==> config.mk <==
export PLATFORM = sky130hd
export DESIGN_NAME = uart_tx_sched
export DESIGN_NICKNAME = d
export VERILOG_FILES = /design/src/rtl/uart_pkg.sv /design/src/rtl/uart_tx_shifter.sv /design/src/rtl/uart_tx_sched.sv
export SDC_FILE = /design/constraint.sdc
export NUM_CORES = 1
export LEC_CHECK = 0
export BUFFER_PORTS_ARGS = -buffer_cell sky130_fd_sc_hd__buf_2
export CORE_ASPECT_RATIO = 1.75
export CORE_MARGIN = 10
export CORE_UTILIZATION = 40
export DETAILED_ROUTE_END_ITERATION = 12
export PLACE_DENSITY = 0.6
export RECOVER_POWER = 100
export SLEW_MARGIN = 20
export SYNTH_ARGS = -nofsm -noshare
export SYNTH_HDL_FRONTEND = slang
export SYNTH_SLANG_ARGS = --single-unit
==> constraint.sdc <==
create_clock -name clk -period 2.35 [get_ports clk]
set_input_delay 0.1175 -clock clk [delete_from_list [all_inputs] [get_ports clk]]
set_output_delay 0.1175 -clock clk [all_outputs]
set_load 0.005 [all_outputs]
==> src/rtl/uart_pkg.sv <==
// Shared types and helpers for the UART transmit scheduler.
package uart_pkg;

  // Frame sequencing states of the transmitter.
  typedef enum logic [1:0] {
    IDLE,
    START,
    DATA,
    STOP
  } state_t;

  // One start bit, eight data bits, one stop bit.
  localparam int unsigned FRAME_BITS = 10;
  localparam int unsigned DATA_BITS  = 8;

  // Clock cycles per serial bit, truncated.
  function automatic int unsigned calc_div(input int unsigned clk_mhz,
                                           input int unsigned baud);
    return (clk_mhz * 32'd1000000) / baud;
  endfunction

endpackage

==> src/rtl/uart_tx_shifter.sv <==
// 8N1 frame serialiser: divisor counter, bit index and shift register.
// Loads a byte on start (only honoured in IDLE) and drives a registered tx.
module uart_tx_shifter
  import uart_pkg::*;
#(
  parameter int unsigned DIV = 434
) (
  input  logic       clk,
  input  logic       rst_n,
  input  logic       start,
  input  logic [7:0] data,
  output logic       tx,
  output logic       done
);

  localparam int unsigned     CNT_W    = (DIV > 1) ? $clog2(DIV) : 1;
  localparam logic [CNT_W-1:0] CNT_LAST = CNT_W'(DIV - 1);

  state_t           state;
  logic [CNT_W-1:0] cnt;
  logic [2:0]       idx;
  logic [7:0]       shreg;
  logic             bit_end;

  assign bit_end = (cnt == CNT_LAST);

  // The last cycle of the stop bit; the scheduler frees the line on this edge.
  assign done = (state == STOP) && bit_end;

  // Frame sequencer; tx is registered so it changes one edge after each decision.
  always_ff @(posedge clk or negedge rst_n) begin
    if (!rst_n) begin
      state <= IDLE;
      cnt   <= '0;
      idx   <= '0;
      shreg <= '0;
      tx    <= 1'b1;
    end else begin
      case (state)
        IDLE: begin
          cnt <= '0;
          idx <= '0;
          if (start) begin
            shreg <= data;
            tx    <= 1'b0;
            state <= START;
          end
        end
        START: begin
          if (bit_end) begin
            cnt   <= '0;
            tx    <= shreg[0];
            state <= DATA;
          end else begin
            cnt <= cnt + 1'b1;
          end
        end
        DATA: begin
          if (bit_end) begin
            cnt <= '0;
            if (idx == 3'(DATA_BITS - 1)) begin
              idx   <= '0;
              tx    <= 1'b1;
              state <= STOP;
            end else begin
              // Present the next bit now so it is on the line for a full DIV.
              idx   <= idx + 1'b1;
              shreg <= {1'b0, shreg[7:1]};
              tx    <= shreg[1];
            end
          end else begin
            cnt <= cnt + 1'b1;
          end
        end
        STOP: begin
          if (bit_end) begin
            cnt   <= '0;
            state <= IDLE;
          end else begin
            cnt <= cnt + 1'b1;
          end
        end
        default: begin
          cnt   <= '0;
          idx   <= '0;
          tx    <= 1'b1;
          state <= IDLE;
        end
      endcase
    end
  end

endmodule

==> src/rtl/uart_tx_sched.sv <==
// Two-requester round-robin scheduler sharing one 8N1 UART TX line.
// Arbitration and handshake live here; framing is done by uart_tx_shifter.
module uart_tx_sched
  import uart_pkg::*;
#(
  parameter int unsigned CLK_MHZ = 50,
  parameter int unsigned BAUD    = 115200,
  parameter int unsigned DIV     = calc_div(CLK_MHZ, BAUD)
) (
  input  logic       clk,
  input  logic       rst_n,
  input  logic       req0_valid,
  input  logic [7:0] req0_data,
  output logic       req0_ready,
  input  logic       req1_valid,
  input  logic [7:0] req1_data,
  output logic       req1_ready,
  output logic       tx,
  output logic       busy,
  output logic       grant_id
);

  logic       busy_q;
  logic       grant_q;
  logic       last_q;
  logic       sel;
  logic       take;
  logic [7:0] sel_data;
  logic       sh_done;

  // Round-robin choice: a lone requester wins; on a tie the one not served last wins.
  always_comb begin
    sel        = req1_valid && (!req0_valid || !last_q);
    req0_ready = !busy_q && req0_valid && !sel;
    req1_ready = !busy_q && req1_valid &&  sel;
    take       = req0_ready || req1_ready;
    sel_data   = sel ? req1_data : req0_data;
  end

  // Handshake bookkeeping; busy tracks the shifter leaving and re-entering IDLE.
  always_ff @(posedge clk or negedge rst_n) begin
    if (!rst_n) begin
      busy_q  <= 1'b0;
      grant_q <= 1'b0;
      last_q  <= 1'b1;
    end else if (take) begin
      busy_q  <= 1'b1;
      grant_q <= sel;
      last_q  <= sel;
    end else if (sh_done) begin
      busy_q  <= 1'b0;
    end
  end

  uart_tx_shifter #(
    .DIV (DIV)
  ) u_shifter (
    .clk   (clk),
    .rst_n (rst_n),
    .start (take),
    .data  (sel_data),
    .tx    (tx),
    .done  (sh_done)
  );

  assign busy     = busy_q;
  assign grant_id = grant_q;

endmodule
# Word level (Yosys, flattened, before mapping)
# Index checks and enable logic that the tools add are counted.
# op_classes
n_mux	23
n_eq_ne	11
div	0
add_sub_neg	2
reduce_logical	21
multipliers	0
shift	0
order_cmp	0
bitwise	0
# ops
operator	count
two-way mux 8 bit	4
one-hot mux 9 bit (2 select lines)	1
one-hot mux 8 bit (2 select lines)	1
two-way mux 2 bit	5
adder 9 x 1 -> 9 bit, second input constant	1
== test 9 bit, second input constant	1
two-way mux 9 bit	1
!= test 2 x 1 -> 1 bit, second input constant	4
one-hot mux 2 bit (4 select lines)	1
AND reduction 4 bit	2
logical AND 1 bit	6
two-way mux 1 bit	6
two-way mux 3 bit	2
one-hot mux 3 bit (2 select lines)	1
AND reduction 5 bit	1
== test 2 bit, second input constant	2
zero test 1 bit	4
!= test 2 bit, second input constant	2
nonzero test 2 bit	2
adder 3 x 1 -> 3 bit, second input constant	1
== test 3 bit, second input constant	1
one-hot mux 1 bit (3 select lines)	1
nonzero test 3 bit	1
OR reduction 3 bit	1
4 further kinds	5
# word_totals
ff_bits	26
latchBits	0
inputBits	20
ramBits	0
output_inout_bits	5
elab_cells	65
romBits	0
n_memories	0

# Logic depth before layout (Yosys ltp)
# Gate-level depths: netlist (run 1).
# depth
ltp_word	8
mapped_depth	7

# By module
# A second synthesis (run 1) with hierarchy kept.
# unflattened
cells_unflattened	139
hier_area_um2	1522.7
# by_module_without_submodules
module	area_each_um2	n_inst	seq_area_each_um2	cells_each
uart_tx_shifter	1266.2	1	576.8	115
uart_tx_sched	256.5	1	76.3	24

# Worst setup path after synthesis (run 1)
# No wires, ideal clock.
# synth_timing
kind	reg-to-reg
startpoint	register u_shifter.idx[0]
endpoint	register u_shifter.shreg[0]
path_slack_ps	518
synth_period_minus_slack_ps	1832
arrival_ps	1707
path_stages_with_launch	8
path_cell_list	dfrtp_1 ha_1 ha_1 or2b_2 nand2_1 o211a_1 buf_6 mux2_4
# synth_between
elab_chain_len	3
# synth_rtl
item	line	rtl
start, declared	uart_tx_shifter.sv:21	logic [2:0] idx;
start signal, assigned	uart_tx_shifter.sv:67	idx <= idx + 1'b1;
== test 3 bit	uart_tx_shifter.sv:61	if (idx == 3'(DATA_BITS - 1)) begin
!= test 2 bit (no source line)	-	
AND reduction 4 bit (no source line)	-	
end signal, assigned	uart_tx_shifter.sv:44	shreg <= data;
end signal, assigned	uart_tx_shifter.sv:68	shreg <= {1'b0, shreg[7:1]};
end, declared	uart_tx_shifter.sv:22	logic [7:0] shreg;
# Every way passes these cells.
# A chain may end at the register's enable or synchronous reset.

# Final worst setup path (run 1)
# layout_timing
startpoint	register u_shifter.state[0]
endpoint	register u_shifter.shreg[3]
# layout_between
elab_chain_len	3
elab_cells_between_ends	8
# layout_rtl
item	line	rtl
start, declared	uart_tx_shifter.sv:19	state_t state;
start signal, assigned	uart_tx_shifter.sv:33	state <= IDLE;
start signal, assigned	uart_tx_shifter.sv:46	state <= START;
start signal, assigned	uart_tx_shifter.sv:53	state <= DATA;
== test 2 bit or zero test 2 bit (tied branches)	uart_tx_shifter.sv:39	case (state)
!= test 2 bit (no source line), or another cell as far along	-	
AND reduction 4 bit (no source line)	-	
# Several ways; a longest one is shown, not always the timed one.

==> qor.txt, run 1 <==
Ant. Diodes = 0
endpoints failing hold = 0
Worst-Skew Late Latency = 0.26 ns
vias per std cell = 5.05
largest fanout on the critical path = 20
storage element area = 653 µm²
Final Setup Violations = 0
Design Area, Final = 1700 µm²
initial antenna violation count = 0
row count = 29
flops & latches, synth = 26
Worst Skew = 0.00526 ns
Synth Cell Area = 1540 µm²
DP HPWL = 2530 µm
Pre-Repair DR Iteration Count = 4
drt wl/cell = 14.7 µm
kind of critical path = register to register
chip height = 102 µm
initial DRC count = 44
GRT overflow = 0
Routability Congestion = 0.767
Worst Path Required = 2.50 ns
area growth from synthesis to layout = 10.5%
unrepaired setup endpoints after global routing = no
CP Capture Type = register
CTS root buffer = clkbuf_8
period utilisation layout = 87.3%
Synth Instances = 142
initial core utilization = 42.1%
largest net degree at the start of global routing = 27
number of I/O pins = 25
count of pins over their slew limit = 0
# H-tree levels = 1
die boundary width = 66.9 µm
Tightest Pin Transition = 1.42 ns
final WL = 3160 µm
number of synthesized flops with an enable pin = 0
GR Util All Layers = 9.70%
die area = 6830 µm²
CTS resizes = 0
net count after synthesis = 171
top post-synthesis cells by area = dfrtp_1 39%, ha_1 7.3%, mux2_4 6.8%
Yosys warning total = 0
postcts setup bufs = 0
Peak VDD IR = 0.199 mV
Slew headroom = 5.41%
Hold Buf Count CTS = 1
Routed Antenna Nets = 0
Final min period = 2.05 ns
Nets = 199
crit path DAT = 2.20 ns
Placement Cell Area = 1700 µm²
CTS tree = yes
part of the Yosys area used for sequential elements = 42.4%
CTS Buffer Depth = 2
clock sinks = 26
synth cell count leaders = 24 x dfrtp_1, 16 x nor2_1, 11 x nand2_1, 11 x o21ai_0
mean area per synthesized cell = 10.9 µm²
P_leak = 0.833 nW
reg2reg setup slack = 0.30 ns
port bufs = 24
ys async rst share = 100%
CORE AREA = 3660 µm²
Fillers = 377
cts bufs inserted = 3
footprint of the multi-input gates = 783 µm²
status = finished clean
Max Freq = 0.487 GHz
vias in the first global route = 1179
most common cell in the netlist = dfrtp_1
first-pass GRT wire length = 5270 µm
Clk pin slew, worst setup/hold paths = 0.09 ns
Residual DRC = 0
Yosys top cell area share = 39.0%
Non-Filler Instances = 215
Vias = 1086
maxcap violations = 0
leading area contributor after synthesis = dfrtp_1
hold_ws = 0.137 ns
Startpoint Class = register
placed cell count = 210
Top FF cell, synth = dfrtp_1
layout cell share with drive strength beyond 1 = 21.9%
worst min path class = input port to register
Distinct cells, synth = 37
setup TNS = 0 ns
pwr/cell area = 445 nW/µm²
-- final cells by class --
cell class	count	share of cell area, %
timing repair buffer	28	8.30
sequential	26	38.4
tap	46	3.38
clock buffer	4	2.65
multi-input combinational	105	46.0
inverter	6	1.32
-- state kept, by name, indices dropped and copies added (netlist names) --
| register | flops |
|---|---|
| last_q | 1 |
| grant_id | 1 |
| u_shifter.cnt | 9 |
| u_shifter.tx | 1 |
| busy | 1 |
| u_shifter.state | 2 |
| u_shifter.shreg | 8 |
| u_shifter.idx | 3 |
-- report_power, final --
group          internal, mW  total, mW  switching (mW)
registers             0.451      0.453         0.00191
logic                0.0251     0.0544          0.0293
clock network         0.121      0.251           0.130
-- placed cells by master (no fill, tap or decap), drive strengths merged, types with 3 or more instances in the layout --
master,netlist,routed
a22o,3,3
buf,4,22
clkbuf,0,9
dfrtp,24,24
ha,9,9
inv,6,6
mux2,12,12
mux2i,9,9
nand2,12,12
nor2,16,16
nor3,3,3
o21ai,11,11
xnor2,4,4
xor2,3,3
-- worst paths after layout --
path / end / start / cells after the start
worst min-delay path: last_q$_DFFE_PN1N_ / req1_valid / 3
max in group asynchronous: grant_id$_DFFE_PN0N_ / rst_n / 2
worst max register to register: u_shifter.shreg[3]$_DFFE_PN0P_ / u_shifter.state[0]$_DFFE_PN0P_ / 6
worst min register to register: u_shifter.cnt[0]$_DFF_PN0_ / u_shifter.cnt[0]$_DFF_PN0_ / 1
min in group asynchronous: u_shifter.cnt[1]$_DFF_PN0_ / rst_n / 2
worst max-delay path: u_shifter.shreg[3]$_DFFE_PN0P_ / u_shifter.state[0]$_DFFE_PN0P_ / 6
-- routing by layer --
metal	share of wire, %	wire length, µm	track usage, %
met1	38	1200	10.3
met2	59	1870	18.5
met3	2.3	72	1.20
met4	0.82	26	3.33
met5	0	0	0
-- kinds of logic (layout without fill, tap and decap cells) --
| family | Yosys count | in the layout | share of synthesized area (%) |
|---|---|---|---|
| AO/OA/AOI/OAI | 21 | 21 | 8.85 |
| AND/OR/NAND/NOR | 47 | 47 | 16.9 |
| multiplexers | 21 | 21 | 16.3 |
| buffers and inverters | 11 | 38 | 4.30 |
| adder cells (fa/ha/maj) | 9 | 9 | 7.31 |
| flip-flops | 26 | 26 | 42.4 |
| XOR/XNOR | 7 | 7 | 3.98 |
-- critical path: stages (launching register included) --
cell	delay, ns
dfrtp_1	0.41
inv_1	0.13
ha_1	0.27
buf_4	0.25
and2b_1	0.20
o211a_1	0.32
mux2_1	0.36
-- per-stage QoR --
| stage | util, % | power (mW) | setup WS, ns |
|---|---|---|---|
| after global placement | 46.3 | 0.518 | 0.344 |
| after detailed placement | 46.3 | 0.520 | 0.265 |
| after floorplan | - | 0.486 | 0.518 |
| final | 46.5 | 0.758 | 0.297 |
| after global routing | 46.5 | 0.797 | 0.159 |
| after CTS | 47.8 | 0.777 | 0.245 |
No activity file was read; power rests on OpenSTA's default activity.
==> inputs of run 2 (changes only) <==
PLACE_DENSITY = 0.62   (was 0.6)
clock period = 1.8 ns   (was 2.35 ns; I/O delays follow)
==> qor.txt, run 2 (synthesis results as in run 1) <==
worst min path class = input port to register
Routability Congestion = 0.758
CP startpoint = u_shifter.idx[1]$_DFFE_PN0P_
initial antenna violation count = 0
Non-Filler Instances = 232
Pre-Repair DR Iteration Count = 3
layout cell share with drive strength beyond 1 = 40.3%
vias per std cell = 4.84
DP Worst Slack = -0.0336 ns
CTS Buffer Depth = 2
vias in the first global route = 1239
port bufs = 24
Final Setup Violations = 0
Worst Skew = 0.00856 ns
CTS tree = yes
Placement Cell Area = 1820 µm²
CP peak stage delay = 0.40 ns
die area = 6830 µm²
Residual DRC = 0
row count = 29
maxcap violations = 0
count of pins over their slew limit = 0
GRT overflow = 0
initial core utilization = 42.1%
Final min period = 1.77 ns
min-delay src = req1_valid
Worst-Skew Late Latency = 0.27 ns
setup TNS = 0 ns
status = finished clean
largest net degree at the start of global routing = 27
Worst Path Required = 1.96 ns
Routed Antenna Nets = 0
number of I/O pins = 25
chip height = 102 µm
CORE AREA = 3660 µm²
total power draw = 1.15 mW
WP buf/inv = 1
Vias = 1123
number of flip-flops under the largest register name = 9
final WL = 3290 µm
cts bufs inserted = 3
drt wl/cell = 14.2 µm
die boundary width = 66.9 µm
# H-tree levels = 1
Largest Register = u_shifter.cnt
Design Area, Final = 1980 µm²
placed cell count = 223
first-pass GRT wire length = 5580 µm
Max Freq = 0.565 GHz
Util after Layout = 53.9%
Ant. Diodes = 0
period utilisation layout = 98.3%
clock sinks = 26
Tightest Pin Transition = 1.43 ns
Startpoint Class = register
worst-path cell chain = ha_2 > ha_4 > or2b_4 > nand2_2 > o211a_1 > buf_12 > mux2_4
slowest CP cell = dfrtp_1
kind of critical path = register to register
pwr/cell area = 580 nW/µm²
Worst path top cell family by delay = flip-flops
largest fanout on the critical path = 8
Slew headroom = 4.75%
Largest regs = u_shifter.cnt: 9 flops, u_shifter.shreg: 8 flops, u_shifter.idx: 3 flops
area growth from synthesis to layout = 28.2%
initial DRC count = 27
Peak VDD IR = 0.529 mV
most common cell after layout, fill and taps aside = dfrtp_1
unrepaired setup endpoints after global routing = yes
DP HPWL = 2530 µm
Clk pin slew, worst setup/hold paths = 0.10 ns
worst r2r src = u_shifter.idx[1]$_DFFE_PN0P_
P_leak = 0.948 nW
Nets = 216
endpoints failing hold = 0
crit path DAT = 1.93 ns
hold_ws = 0.106 ns
CTS root buffer = clkbuf_8
CP Capture Type = register
Final Worst Setup Slack = 0.0310 ns
GR Util All Layers = 10.3%
most frequent cells in the layout = 24 x dfrtp_1, 21 x buf_2, 19 x buf_4
-- run 2: cell count changes in the layout (fill, tap and decap cells not counted), moves of 5 or more --
| cell | previous run | this run |
|---|---|---|
| buf_4 | 1 | 19 |
| ha_1 | 9 | 4 |
| mux2_1 | 7 | 0 |
| mux2_4 | 0 | 10 |
-- run 2: where the power goes --
| group | internal [mW] | switching [mW] |
|---|---|---|
| clock network | 0.297 | 0.184 |
| registers | 0.589 | 0.00273 |
| logic | 0.0352 | 0.0374 |
-- run 2: path summary, 6_finish.rpt --
check / cells after the start / endpoint / slack, ns
worst max-delay path: 7 / u_shifter.shreg[3]$_DFFE_PN0P_ / 0.03
worst max register to register: 7 / u_shifter.shreg[3]$_DFFE_PN0P_ / 0.03
worst min-delay path: 3 / last_q$_DFFE_PN1N_ / 0.11
worst min register to register: 2 / last_q$_DFFE_PN1N_ / 0.50
min in group asynchronous: 2 / u_shifter.cnt[3]$_DFF_PN0_ / 0.68
max in group asynchronous: 2 / busy$_DFFE_PN0P_ / 0.28
-- run 2: per-layer routing --
metal	global-route usage (%)	up-vias	part of all wire, %
met3	1.97	4	2.7
met5	0	-	0
met1	10.5	537	37
li1	-	574	-
met4	4.44	0	1.9
met2	19.1	8	58
-- run 2: cell type report --
type                            instances  area [µm²]
Clock inverter                          1        30.0
Multi-Input combinational cell        105         883
Clock buffer                            3        41.3
Tap cell                               46        57.6
Sequential cell                        26         653
Timing Repair Buffer                   45         289
Fill cell                             327        1690
Inverter                                6        22.5
-- run 2: tightest hold or removal path, cell delays in order --
cell	delay [ns]
buf_2	0.12
nand2b_1	0.08
o21ai_0	0.08
-- run 2: what timing repair did --
action                                 4_1_cts  5_1_grt
endpoints found under the hold margin       24        0
hold buffers                                 1        0
pin swaps                                    3        3
setup endpoints to repair                    8       11
resized for setup                           12        2
setup buffers                                2        2
==> inputs of run 3 (changes only) <==
GPL_TIMING_DRIVEN = 0   (was default)
==> qor.txt, run 3 (synthesis results as in run 1) <==
Pre-Repair DR Iteration Count = 2
initial antenna violation count = 0
count of pins over their slew limit = 0
Peak VDD IR = 0.403 mV
crit path DAT = 1.98 ns
Non-Filler Instances = 233
vias in the first global route = 1200
P_leak = 0.940 nW
CORE AREA = 3660 µm²
number of I/O pins = 25
area growth from synthesis to layout = 27.4%
Largest regs = u_shifter.cnt: 9 flops, u_shifter.shreg: 8 flops, u_shifter.idx: 3 flops
most common cell after layout, fill and taps aside = dfrtp_1
worst min path class = input port to register
clock sinks = 26
Worst-Skew Late Latency = 0.27 ns
Ant. Diodes = 0
GRT overflow = 0
CTS root buffer = clkbuf_8
Worst Skew = 0.00127 ns
kind of critical path = register to register
Clk pin slew, worst setup/hold paths = 0.09 ns
largest fanout on the critical path = 8
vias per std cell = 4.91
port bufs = 24
Tightest Pin Transition = 1.39 ns
Worst Path Required = 1.97 ns
first-pass GRT wire length = 5600 µm
Startpoint Class = register
largest net degree at the start of global routing = 27
status = finished with violations
Routability Congestion = 0.742
failing checks = negative setup slack
pwr/cell area = 533 nW/µm²
number of flip-flops under the largest register name = 9
Max Freq = 0.553 GHz
most frequent cells in the layout = 24 x dfrtp_1, 19 x buf_2, 16 x nor2_1
Largest Register = u_shifter.cnt
drt wl/cell = 14.3 µm
total power draw = 1.05 mW
cts bufs inserted = 3
Final Setup Violations = 4
Final Worst Setup Slack = -0.00952 ns
die area = 6830 µm²
placed cell count = 212
CTS tree = yes
endpoints failing hold = 0
maxcap violations = 0
period utilisation layout = 101%
DP Worst Slack = -0.229 ns
Fillers = 321
DP HPWL = 2410 µm
layout cell share with drive strength beyond 1 = 38.0%
Nets = 217
Routed Antenna Nets = 0
unrepaired setup endpoints after global routing = yes
GR Util All Layers = 10.4%
# H-tree levels = 1
final WL = 3340 µm
row count = 29
Slew headroom = 7.17%
initial DRC count = 38
chip height = 102 µm
CTS Buffer Depth = 2
Util after Layout = 53.6%
die boundary width = 66.9 µm
initial core utilization = 42.1%
Residual DRC = 0
Vias = 1145
Final min period = 1.81 ns
CP Capture Type = register
## run 3: cell types whose count changed in the layout (fill, tap and decap cells not counted), moves of 2 or more
| cell | delta |
|---|---|
| buf_4 | -4 |
| buf_2 | -2 |
| buf_6 | +2 |
| clkbuf_1 | +2 |
| clkbuf_2 | +2 |
## run 3: final cells by class
class	instances	area [µm²]	share of cell area, %
Multi-Input combinational cell	105	890	45.3
Sequential cell	26	653	33.3
Timing Repair Buffer	41	241	12.3
Tap cell	46	57.6	2.93
Clock buffer	4	55.1	2.80
Buffer	5	43.8	2.23
Inverter	6	22.5	1.15
## run 3: layer usage
metal | part of all wire, % | GRT usage [%]
met1 | 40 | 11.1
met2 | 56 | 18.9
met3 | 1.9 | 1.64
met4 | 1.8 | 5.24
met5 | 0 | 0
## run 3: per-stage QoR
| stage | TNS (ns) | cell area [µm²] | hold slack [ns] |
|---|---|---|---|
| detailed placement | -1.82 | 1730 | 0.131 |
| finish | -0.0241 | 1960 | 0.118 |
| CTS | -0.0577 | 1940 | 0.108 |
| global route | -0.562 | 1960 | 0.119 |
| global placement | -1.41 | 1730 | 0.132 |
| floorplan | 0 | 1550 | -0.206 |
## run 3: final timing paths
| path | startpoint | endpoint | slack [ns] | cells after the start |
|---|---|---|---|---|
| worst max register to register | u_shifter.idx[0]$_DFFE_PN0P_ | u_shifter.shreg[3]$_DFFE_PN0P_ | -0.01 | 7 |
| max in group asynchronous | rst_n | u_shifter.shreg[5]$_DFFE_PN0P_ | 0.33 | 2 |
| worst min-delay path | req1_valid | last_q$_DFFE_PN1N_ | 0.12 | 3 |
| worst min register to register | u_shifter.shreg[2]$_DFFE_PN0P_ | u_shifter.shreg[2]$_DFFE_PN0P_ | 0.52 | 1 |
| worst max-delay path | u_shifter.idx[0]$_DFFE_PN0P_ | u_shifter.shreg[3]$_DFFE_PN0P_ | -0.01 | 7 |
| min in group asynchronous | rst_n | grant_id$_DFFE_PN0N_ | 0.66 | 2 |
## run 3: worst max-delay path: stages (launching register included)
cell	delay [ns]
dfrtp_1	0.40
ha_2	0.20
ha_4	0.17
or2b_4	0.25
nand2_2	0.05
o211a_1	0.16
buf_6	0.16
mux2_4	0.31
## run 3: repair_timing
item / in CTS / in global routing
gates resized for setup: 11 / 4
endpoints found under the setup margin: 12 / 21
endpoints found under the hold margin: 24 / 0
pin swaps: 6 / 1
hold buffers: 1 / 0
setup buffers: 13 / 3
## run 3: power breakdown
part / switching (mW) / internal, mW / total, mW / leakage [nW]
registers: 0.00263 / 0.589 / 0.591 / 0.322
clock network: 0.188 / 0.196 / 0.384 / 0.0288
logic: 0.0371 / 0.0344 / 0.0715 / 0.589
total: 0.228 / 0.819 / 1.05 / 0.940
